<file path="config.mk">
export PLATFORM = sky130hd
export DESIGN_NAME = object_locate
export DESIGN_NICKNAME = d
export VERILOG_FILES = /design/src/rtl/object_track_pkg.sv /design/src/rtl/bbox_axis.sv /design/src/rtl/object_locate.sv
export SDC_FILE = /design/constraint.sdc
export NUM_CORES = 1
export LEC_CHECK = 0
export CORE_AREA = 3 3 124 173
export DETAILED_ROUTE_END_ITERATION = 7
export DIE_AREA = 0 0 127 176
export PLACE_DENSITY = 0.68
export RECOVER_POWER = 50
export SYNTH_ARGS = -nofsm -noshare
export SYNTH_HDL_FRONTEND = slang
export SYNTH_SLANG_ARGS = --single-unit
</file>
<file path="constraint.sdc">
create_clock -name clk -period 5.7 [get_ports clk]
set_input_delay 1.14 -clock clk [delete_from_list [all_inputs] [get_ports clk]]
set_output_delay 1.14 -clock clk [all_outputs]
set_load 0.05 [all_outputs]
</file>
<file path="src/rtl/object_track_pkg.sv">
`default_nettype none
// ============================================================================
// Module      : object_track_pkg
// Description : Shared types and display constants for the object tracking
//               path (locator and overlay stages).
// Revision    : 1.0 - initial release
// ============================================================================
package object_track_pkg;

  // Default display geometry, shared with the overlay stage
  localparam int DEF_DISP_WIDTH = 11;
  localparam int DEF_H_ACTIVE   = 640;
  localparam int DEF_V_ACTIVE   = 480;

  // Locator frame-tracking states
  typedef enum logic [1:0] {
    ST_SEARCH = 2'd0,
    ST_TRACK  = 2'd1,
    ST_UPDATE = 2'd2
  } state_e;

endpackage : object_track_pkg
`default_nettype wire

</file>
<file path="src/rtl/bbox_axis.sv">
`default_nettype none
// ============================================================================
// Module      : bbox_axis
// Description : Running min/max tracker for one coordinate axis. The *_upd
//               outputs include the current sample so a frame can be closed
//               on the same cycle its last pixel arrives.
// Revision    : 1.0 - initial release
// ============================================================================
module bbox_axis
  import object_track_pkg::*;
#(
  parameter int W = DEF_DISP_WIDTH
) (
  input  logic         clk,
  input  logic         areset,
  input  logic         clear,
  input  logic         sample,
  input  logic [W-1:0] coord,
  output logic [W-1:0] min,
  output logic [W-1:0] max,
  output logic [W-1:0] min_upd,
  output logic [W-1:0] max_upd
);

  logic [W-1:0] min_q, min_d;
  logic [W-1:0] max_q, max_d;

  // Merge the current sample, then let a clear restart the extremes
  always_comb begin
    min_upd = min_q;
    max_upd = max_q;
    if (sample && (coord < min_q)) min_upd = coord;
    if (sample && (coord > max_q)) max_upd = coord;
    min_d = clear ? {W{1'b1}} : min_upd;
    max_d = clear ? {W{1'b0}} : max_upd;
  end

  // Extremes registers; min idles at all-ones, max at zero
  always_ff @(posedge clk or posedge areset) begin
    if (areset) begin
      min_q <= {W{1'b1}};
      max_q <= {W{1'b0}};
    end else begin
      min_q <= min_d;
      max_q <= max_d;
    end
  end

  assign min = min_q;
  assign max = max_q;

endmodule : bbox_axis
`default_nettype wire

</file>
<file path="src/rtl/object_locate.sv">
`default_nettype none
// ============================================================================
// Module      : object_locate
// Description : Per-frame bounding-box locator. Tracks mask hits over a frame,
//               snapshots the box at the last active pixel and publishes its
//               centre one cycle later with a single-cycle obj_valid pulse.
// Revision    : 1.0 - initial release
// ============================================================================
module object_locate
  import object_track_pkg::*;
#(
  parameter int DISP_WIDTH  = DEF_DISP_WIDTH,
  parameter int H_ACTIVE    = DEF_H_ACTIVE,
  parameter int V_ACTIVE    = DEF_V_ACTIVE,
  parameter int MIN_PIXELS  = 16,
  parameter int COUNT_WIDTH = 20
) (
  input  logic                  clk,
  input  logic                  areset,
  input  logic                  enable,
  input  logic                  is_obj,
  input  logic [DISP_WIDTH-1:0] x_pos,
  input  logic [DISP_WIDTH-1:0] y_pos,
  output logic [DISP_WIDTH-1:0] x_obj,
  output logic [DISP_WIDTH-1:0] y_obj,
  output logic                  found,
  output logic                  obj_valid
);

  localparam logic [DISP_WIDTH-1:0]  X_LAST   = DISP_WIDTH'(H_ACTIVE - 1);
  localparam logic [DISP_WIDTH-1:0]  Y_LAST   = DISP_WIDTH'(V_ACTIVE - 1);
  localparam logic [COUNT_WIDTH-1:0] HITS_MAX = {COUNT_WIDTH{1'b1}};
  localparam logic [COUNT_WIDTH-1:0] MIN_HITS = COUNT_WIDTH'(MIN_PIXELS);

  // Pixel qualification
  logic w_accept, w_hit, w_eof;
  assign w_accept = enable && (x_pos <= X_LAST) && (y_pos <= Y_LAST);
  assign w_hit    = w_accept && is_obj;
  assign w_eof    = w_accept && (x_pos == X_LAST) && (y_pos == Y_LAST);

  // Per-axis extremes; the end-of-frame pixel is merged via *_upd
  logic [DISP_WIDTH-1:0] x_min, x_max, x_min_upd, x_max_upd;
  logic [DISP_WIDTH-1:0] y_min, y_max, y_min_upd, y_max_upd;

  bbox_axis #(.W(DISP_WIDTH)) u_axis_x (
    .clk     (clk),
    .areset  (areset),
    .clear   (w_eof),
    .sample  (w_hit),
    .coord   (x_pos),
    .min     (x_min),
    .max     (x_max),
    .min_upd (x_min_upd),
    .max_upd (x_max_upd)
  );

  bbox_axis #(.W(DISP_WIDTH)) u_axis_y (
    .clk     (clk),
    .areset  (areset),
    .clear   (w_eof),
    .sample  (w_hit),
    .coord   (y_pos),
    .min     (y_min),
    .max     (y_max),
    .min_upd (y_min_upd),
    .max_upd (y_max_upd)
  );

  // Saturating hit counter
  logic [COUNT_WIDTH-1:0] hits_q, hits_d, hits_upd;

  // Count this pixel's hit, then restart on end of frame
  always_comb begin
    hits_upd = hits_q;
    if (w_hit && (hits_q != HITS_MAX)) hits_upd = hits_q + 1'b1;
    hits_d = w_eof ? '0 : hits_upd;
  end

  // Hit counter register
  always_ff @(posedge clk or posedge areset) begin
    if (areset) hits_q <= '0;
    else        hits_q <= hits_d;
  end

  // Snapshot of the closed frame, including its final pixel
  logic [DISP_WIDTH-1:0]  snap_xmin_q, snap_xmax_q, snap_ymin_q, snap_ymax_q;
  logic [COUNT_WIDTH-1:0] snap_hits_q;

  // Capture accumulators at end of frame; held until the next one
  always_ff @(posedge clk or posedge areset) begin
    if (areset) begin
      snap_xmin_q <= {DISP_WIDTH{1'b1}};
      snap_xmax_q <= '0;
      snap_ymin_q <= {DISP_WIDTH{1'b1}};
      snap_ymax_q <= '0;
      snap_hits_q <= '0;
    end else if (w_eof) begin
      snap_xmin_q <= x_min_upd;
      snap_xmax_q <= x_max_upd;
      snap_ymin_q <= y_min_upd;
      snap_ymax_q <= y_max_upd;
      snap_hits_q <= hits_upd;
    end
  end

  // Centre arithmetic with one guard bit so the sum cannot wrap
  logic [DISP_WIDTH:0]   x_sum, y_sum;
  logic [DISP_WIDTH-1:0] x_ctr, y_ctr;
  logic                  snap_ok;
  assign x_sum   = {1'b0, snap_xmin_q} + {1'b0, snap_xmax_q};
  assign y_sum   = {1'b0, snap_ymin_q} + {1'b0, snap_ymax_q};
  assign x_ctr   = DISP_WIDTH'(x_sum >> 1);
  assign y_ctr   = DISP_WIDTH'(y_sum >> 1);
  // A frame with no hits is never a detection, even if MIN_PIXELS is 0
  assign snap_ok = (snap_hits_q >= MIN_HITS) && (snap_hits_q != '0);

  // FSM and output registers
  state_e                state_q, state_d;
  logic [DISP_WIDTH-1:0] x_obj_q, x_obj_d, y_obj_q, y_obj_d;
  logic                  found_q, found_d, valid_q, valid_d;

  // State and output registers
  always_ff @(posedge clk or posedge areset) begin
    if (areset) begin
      state_q <= ST_SEARCH;
      x_obj_q <= '0;
      y_obj_q <= '0;
      found_q <= 1'b0;
      valid_q <= 1'b0;
    end else begin
      state_q <= state_d;
      x_obj_q <= x_obj_d;
      y_obj_q <= y_obj_d;
      found_q <= found_d;
      valid_q <= valid_d;
    end
  end

  // Next state and output refresh; outputs only move in UPDATE
  always_comb begin
    state_d = state_q;
    x_obj_d = x_obj_q;
    y_obj_d = y_obj_q;
    found_d = found_q;
    valid_d = 1'b0;
    case (state_q)
      ST_SEARCH: begin
        if (w_eof)      state_d = ST_UPDATE;
        else if (w_hit) state_d = ST_TRACK;
      end
      ST_TRACK: begin
        if (w_eof) state_d = ST_UPDATE;
      end
      ST_UPDATE: begin
        valid_d = 1'b1;
        if (snap_ok) begin
          x_obj_d = x_ctr;
          y_obj_d = y_ctr;
          found_d = 1'b1;
        end else begin
          found_d = 1'b0;
        end
        // The pixel arriving now belongs to the new frame
        if (w_eof)      state_d = ST_UPDATE;
        else if (w_hit) state_d = ST_TRACK;
        else            state_d = ST_SEARCH;
      end
      default: state_d = ST_SEARCH;
    endcase
  end

  assign x_obj     = x_obj_q;
  assign y_obj     = y_obj_q;
  assign found     = found_q;
  assign obj_valid = valid_q;

endmodule : object_locate
`default_nettype wire

</file>
* After elaboration in Yosys (flattened, before gate mapping)
Cells that the tools add are included.
** Storage, ports and cells
- Flip-flop bits (word level) :: 154
- Input bits :: 26
- Output and inout bits :: 24
- Word-level logic and storage cells :: 65
** Cells by class
- Add/sub/neg operators :: 3
- Order comparisons :: 7
- Equal/unequal tests :: 7
- Mux-type cells :: 18
- Reductions and logical operators :: 15
** Operator list (count)
- 11-bit 2-to-1 mux :: 8
- 20-bit 2-to-1 mux :: 2
- 11-bit by 11-bit adder with 12-bit output :: 2
- 11-bit > comparator :: 2
- 11-bit < comparator :: 2
- 20-bit by 1-bit adder with 20-bit output, second input constant :: 1
- 20-bit by 5-bit greater-or-equal comparator with 1-bit output, second input constant :: 1
- 20-bit != test, second input constant :: 1
- 20-bit nonzero test :: 1
- 11-bit by 10-bit equality test with 1-bit output, second input constant :: 1
- 11-bit by 9-bit equality test with 1-bit output, second input constant :: 1
- 11-bit by 10-bit <= comparator with 1-bit output, second input constant :: 1
- 11-bit by 9-bit <= comparator with 1-bit output, second input constant :: 1
- 1-bit logical AND :: 11
- 2-bit 2-to-1 mux :: 4
- 2-bit one-hot mux with 3 select lines :: 1
- 2-bit AND reduction :: 2
- 1-bit 2-to-1 mux :: 3
- 3-bit by 1-bit != test with 1-bit output, second input constant :: 1
- 2-bit by 1-bit equality test with 1-bit output, second input constant :: 1
- 2-bit equality test, second input constant :: 1
- 2-bit logical NOT :: 1
- 2-bit by 1-bit != test with 1-bit output, second input constant :: 1

* Longest topological paths before layout
- Depth in word-level cells :: 7
- Gate-level depth with buffers :: 9

* Modules after synthesis
Synthesis repeated with hierarchy kept, for this count alone.
** Unflattened totals
- Cells, all modules :: 995
- Area, all modules :: 9002.4 um2
** Modules (own cells, without submodules)
- object_locate :: instances 1, cells each 609, area each 5451.5 um2
- bbox_axis :: instances 2, cells each 193, area each 1775.5 um2

* Worst setup path before layout
No wires, ideal clock.
- Path kind :: input port to flip-flop
- Start point :: input port x_pos[2]
- End point :: register snap_xmin_q[0]
- Setup time :: 0.090 ns
- Arrival time :: 2.804 ns
- Data required time :: 5.610 ns
- Slack :: 2.806 ns
- Stages :: 8
- Path buffers :: 1
- Cells stage by stage :: ha_1 -> a21o_1 -> a31oi_1 -> o221ai_1 -> o41ai_2 -> buf_2 -> mux2i_1 -> o21ai_0
** On the way
- Cells in the longest elaborated chain, start to end :: 6
- Elaborated cells on any way between the ends :: 10
- Classes of those cells :: order compare (2); eq/ne (1); mux (1); reduce/logical (6)
** RTL lines
- from (decl) :: line object_locate.sv:22 : input logic [DISP_WIDTH-1:0] x_pos,
- 11-bit by 10-bit <= comparator with 1-bit output :: line object_locate.sv:37 : assign w_accept = enable && (x_pos <= X_LAST) && (y_pos <= Y_LAST);
- 1-bit logical AND (2 in series) :: line object_locate.sv:37
- 1-bit logical AND :: line object_locate.sv:38 : assign w_hit = w_accept && is_obj;
- 1-bit logical AND :: line bbox_axis.sv:32 : if (sample && (coord < min_q)) min_upd = coord;
- 11-bit 2-to-1 mux :: line bbox_axis.sv:32
- to (signal assigned) :: line object_locate.sv:92 : snap_xmin_q <= {DISP_WIDTH{1'b1}};
- to (signal assigned) :: line object_locate.sv:98 : snap_xmin_q <= x_min_upd;
- to (decl) :: line object_locate.sv:86 : logic [DISP_WIDTH-1:0] snap_xmin_q, snap_xmax_q, snap_ymin_q, snap_ymax_q;
Parallel ways exist; a longest one is shown, timed or not.
A chain may end at the register's enable or synchronous reset.

* Worst setup path in the final report
- Start point :: input port y_pos[5]
- End point :: register snap_ymax_q[10]
** On the way
- Cells in the longest elaborated chain, start to end :: 5
- Elaborated cells on any way between the ends :: 9
- Classes of those cells :: order compare (2); eq/ne (1); mux (1); reduce/logical (5)
** RTL lines
- from (decl) :: line object_locate.sv:23 : input logic [DISP_WIDTH-1:0] y_pos,
- 11-bit by 9-bit <= comparator with 1-bit output :: line object_locate.sv:37
- 1-bit logical AND :: line object_locate.sv:37
- 1-bit logical AND :: line object_locate.sv:38
- 1-bit logical AND :: line bbox_axis.sv:33 : if (sample && (coord > max_q)) max_upd = coord;
- 11-bit 2-to-1 mux :: line bbox_axis.sv:33
- to (signal assigned) :: line object_locate.sv:101 : snap_ymax_q <= y_max_upd;
- to (decl) :: line object_locate.sv:86
Parallel ways exist; a longest one is shown, timed or not.

==> out/qor.csv <==
metric,value,unit
status,completed,
num_rows,61,
hold_class,flip-flop to flip-flop,
r2r_cells,9,
grt_start_max_net_pins,104,
dieArea,22400,um2
clock-root-buffer,clkbuf_16,
slowest_stage,nand3_4,
vias_per_cell,5.25,
p_per_area,289,nW/um2
clockBufferDepth,2,
vdd_drop_max,0.210,mV
power.switching,0.000735,W
use_met2,28.4,%
antenna_cells,0,
rsz0062_at_grt,false,
area_growth_syn_to_layout,16.5,%
p_int,0.00194,W
top_usage_layer,met2,
drive_above_1_share,12.1,%
place_congestion,0.836,
antenna_found_initial,1,
fillCellCount,1846,
final_common_cell,nand2_1,
mostFrequentLayoutCells,"119 x nand2_1, 106 x dfrtp_1, 72 x o21ai_0, 71 x nor2_1, 63 x ha_1",
r2r-end,snap_xmin_q[1],
yosys.area.top_type,dfrtp_1,
synth_warnings,0,
top_register,hits_q,
hold_ws,0.459,ns
cp_max_fo,74,
ant_nets,0,
finalSetupViolations,0,
cts-buffers-inserted,17,
switching_share,27.5,%
cp-endpoint,snap_ymax_q[10],
seqPwrFrac,45.6,%
wl_per_cell,15.7,um
synth_area,7940,um2
synth_edf_count,0,
yosysUniqueCellTypes,56,
start_kind,input pin,
cp_num_buf_inv,2,
drt-initial-drc-count,389,
hold_violations,0,
firstDrtPassIters,4,
top_regs,"hits_q: 20 flops, snap_hits_q: 16 flops",
timing.slew.headroom,29.4,%
die_w,127,um
hp-start,state_q[1],
fin_tns_setup,0,ns
grt_use_met3,3.00,%
grt_pass1_vias,5927,
endpoint_kind,flip-flop,
htree_levels,4,
tritoncts,done,
grt_use_total,16.5,%
cp.required,6.02,ns
clock_sinks,150,
largest_reg_flops,20,
fin_crit_sh,63.8,%
clk_pin_slew,0.06,ns
avgSynthCellArea,9.80,um2
drc,0,
cts_setup_buffers,0,
r2r_setup_slack,3.16,ns
worst_pin_slew,1.06,ns
pin_count,50,
ys_top_cells_by_area,"dfrtp_1 33%, dfstp_2 15%, ha_1 9.9%, nand2_1 5.6%, mux2i_1 4.7%",
fin_crit,3.64,ns
synth_largest_type_area_fraction,33.4,%
path_delay_family,simple AND/OR/NAND/NOR gates,
worst_skew_pair.late_latency,0.42,ns
final_nets,948,
comb_power_share,13.9,%
cp.arrival,3.96,ns
crit_chain,clkdlybuf4s50_1 > nand2b_1 > nor4_1 > nand3_4 > buf_4 > o31ai_1,
cap_violations,0,
regArea,3810,um2
grt_pass1_wl,29700,um
start_util,39.7,%
synth_async_sr_flop_share,100,%
reg2reg_from,u_axis_x.min[2],
p_leak,4.11,nW
seq_area_frac_synth,48.0,%
crit_path_start,y_pos[5],
vias,5889,
die_h,176,um
gr-total-overflow,0,
wl,17700,um
clock.fmax,0.275,GHz
skew,0.00678,ns
cp.depth,6,
power_frac_clock,40.5,%
fp.coreArea,20000,um2
critPathKind,input pin to flip-flop,
met1_usage,20.5,%
hold_buffers,0,
max_stage_delay,0.61,ns
syn_nets,901,
hpwl,13000,um
ys_seq_elements,150,
cts_resized,0,
synth_ff_type,dfrtp_1,
multi_input_area,3780,um2
io_buffers,49,
synth_cells,810,
drv_slew,0,
routing by layer:
layer  share of wire, %  wire length [um]
met5              0.074                13
met4                2.8               498
met3                3.0               529
met2                 50              8860
met1                 44              7760
synthesized netlist by cell type (all sizes together), types with 3 or more instances:
| cell type | number |
|---|---|
| nand2 | 119 |
| dfrtp | 106 |
| o21ai | 82 |
| nor2 | 71 |
| ha | 63 |
| inv | 56 |
| dfstp | 44 |
| mux2i | 37 |
| a21oi | 26 |
| clkbuf | 23 |
| xnor2 | 23 |
| nand4 | 20 |
| nor3 | 17 |
| nand3 | 12 |
| a211oi | 10 |
| o31ai | 9 |
| nor4 | 7 |
| and3 | 6 |
| buf | 6 |
| mux2 | 6 |
| xor2 | 6 |
| a21o | 5 |
| o21a | 5 |
| and4 | 4 |
| nand2b | 4 |
| nor2b | 4 |
| or2 | 4 |
| a21boi | 3 |
| a31oi | 3 |
| and2 | 3 |
| o21bai | 3 |
power groups by stage:
stage	Sequential [W]	Combinational [W]	Clock, W
after floorplan	0.00123	0.000261	0
after global placement	0.00123	0.000361	0
after detailed placement	0.00124	0.000374	0
after CTS	0.00122	0.000377	0.00111
after global routing	0.00123	0.000433	0.00115
final	0.00122	0.000370	0.00108
through the flow:
step | total power [W] | cell area, um2 | utilization (%) | std cells | setup slack, ns
floorplan | 0.00149 | 7940 | - | 810 | 0.596
global placement | 0.00159 | 8670 | 43.4 | 1090 | 1.69
detailed placement | 0.00161 | 8670 | 43.4 | 1090 | 1.59
CTS | 0.00270 | 9250 | 46.2 | 1122 | 2.04
global route | 0.00281 | 9250 | 46.2 | 1122 | 1.82
finish | 0.00267 | 9250 | 46.2 | 1122 | 2.06
how the worst min path moves through the flow:
stage                           to  slack, ns  depth (start not counted)
finish                  state_q[1]       0.46                          1
global route            state_q[1]       0.48                          1
CTS                     state_q[1]       0.46                          1
detailed placement      state_q[1]       0.45                          1
global placement    snap_ymin_q[5]       0.44                          2
floorplan               state_q[1]       0.43                          1
layout make-up:
cell class | instances | area share [%]
clock buffers | 17 | 4.60
clock inverters | 15 | 1.57
inverters | 56 | 2.33
multi-input cells | 575 | 40.9
flip-flops and latches | 150 | 41.2
well taps | 252 | 3.41
repair buffers | 57 | 5.95
kinds of logic (layout without fill, tap and decap cells):
family,count (synthesis),count (layout),synth area share (%)
buffers and inverters,85,145,4.51
adders and majority gates,65,65,10.4
AOI/OAI and AO/OA,158,158,11.9
and+or+nand+nor,280,280,16.5
xor gates and xnor gates,29,29,3.20
muxes,43,43,5.52
DFF,150,150,48.0
(Power assumes the default switching activity.)
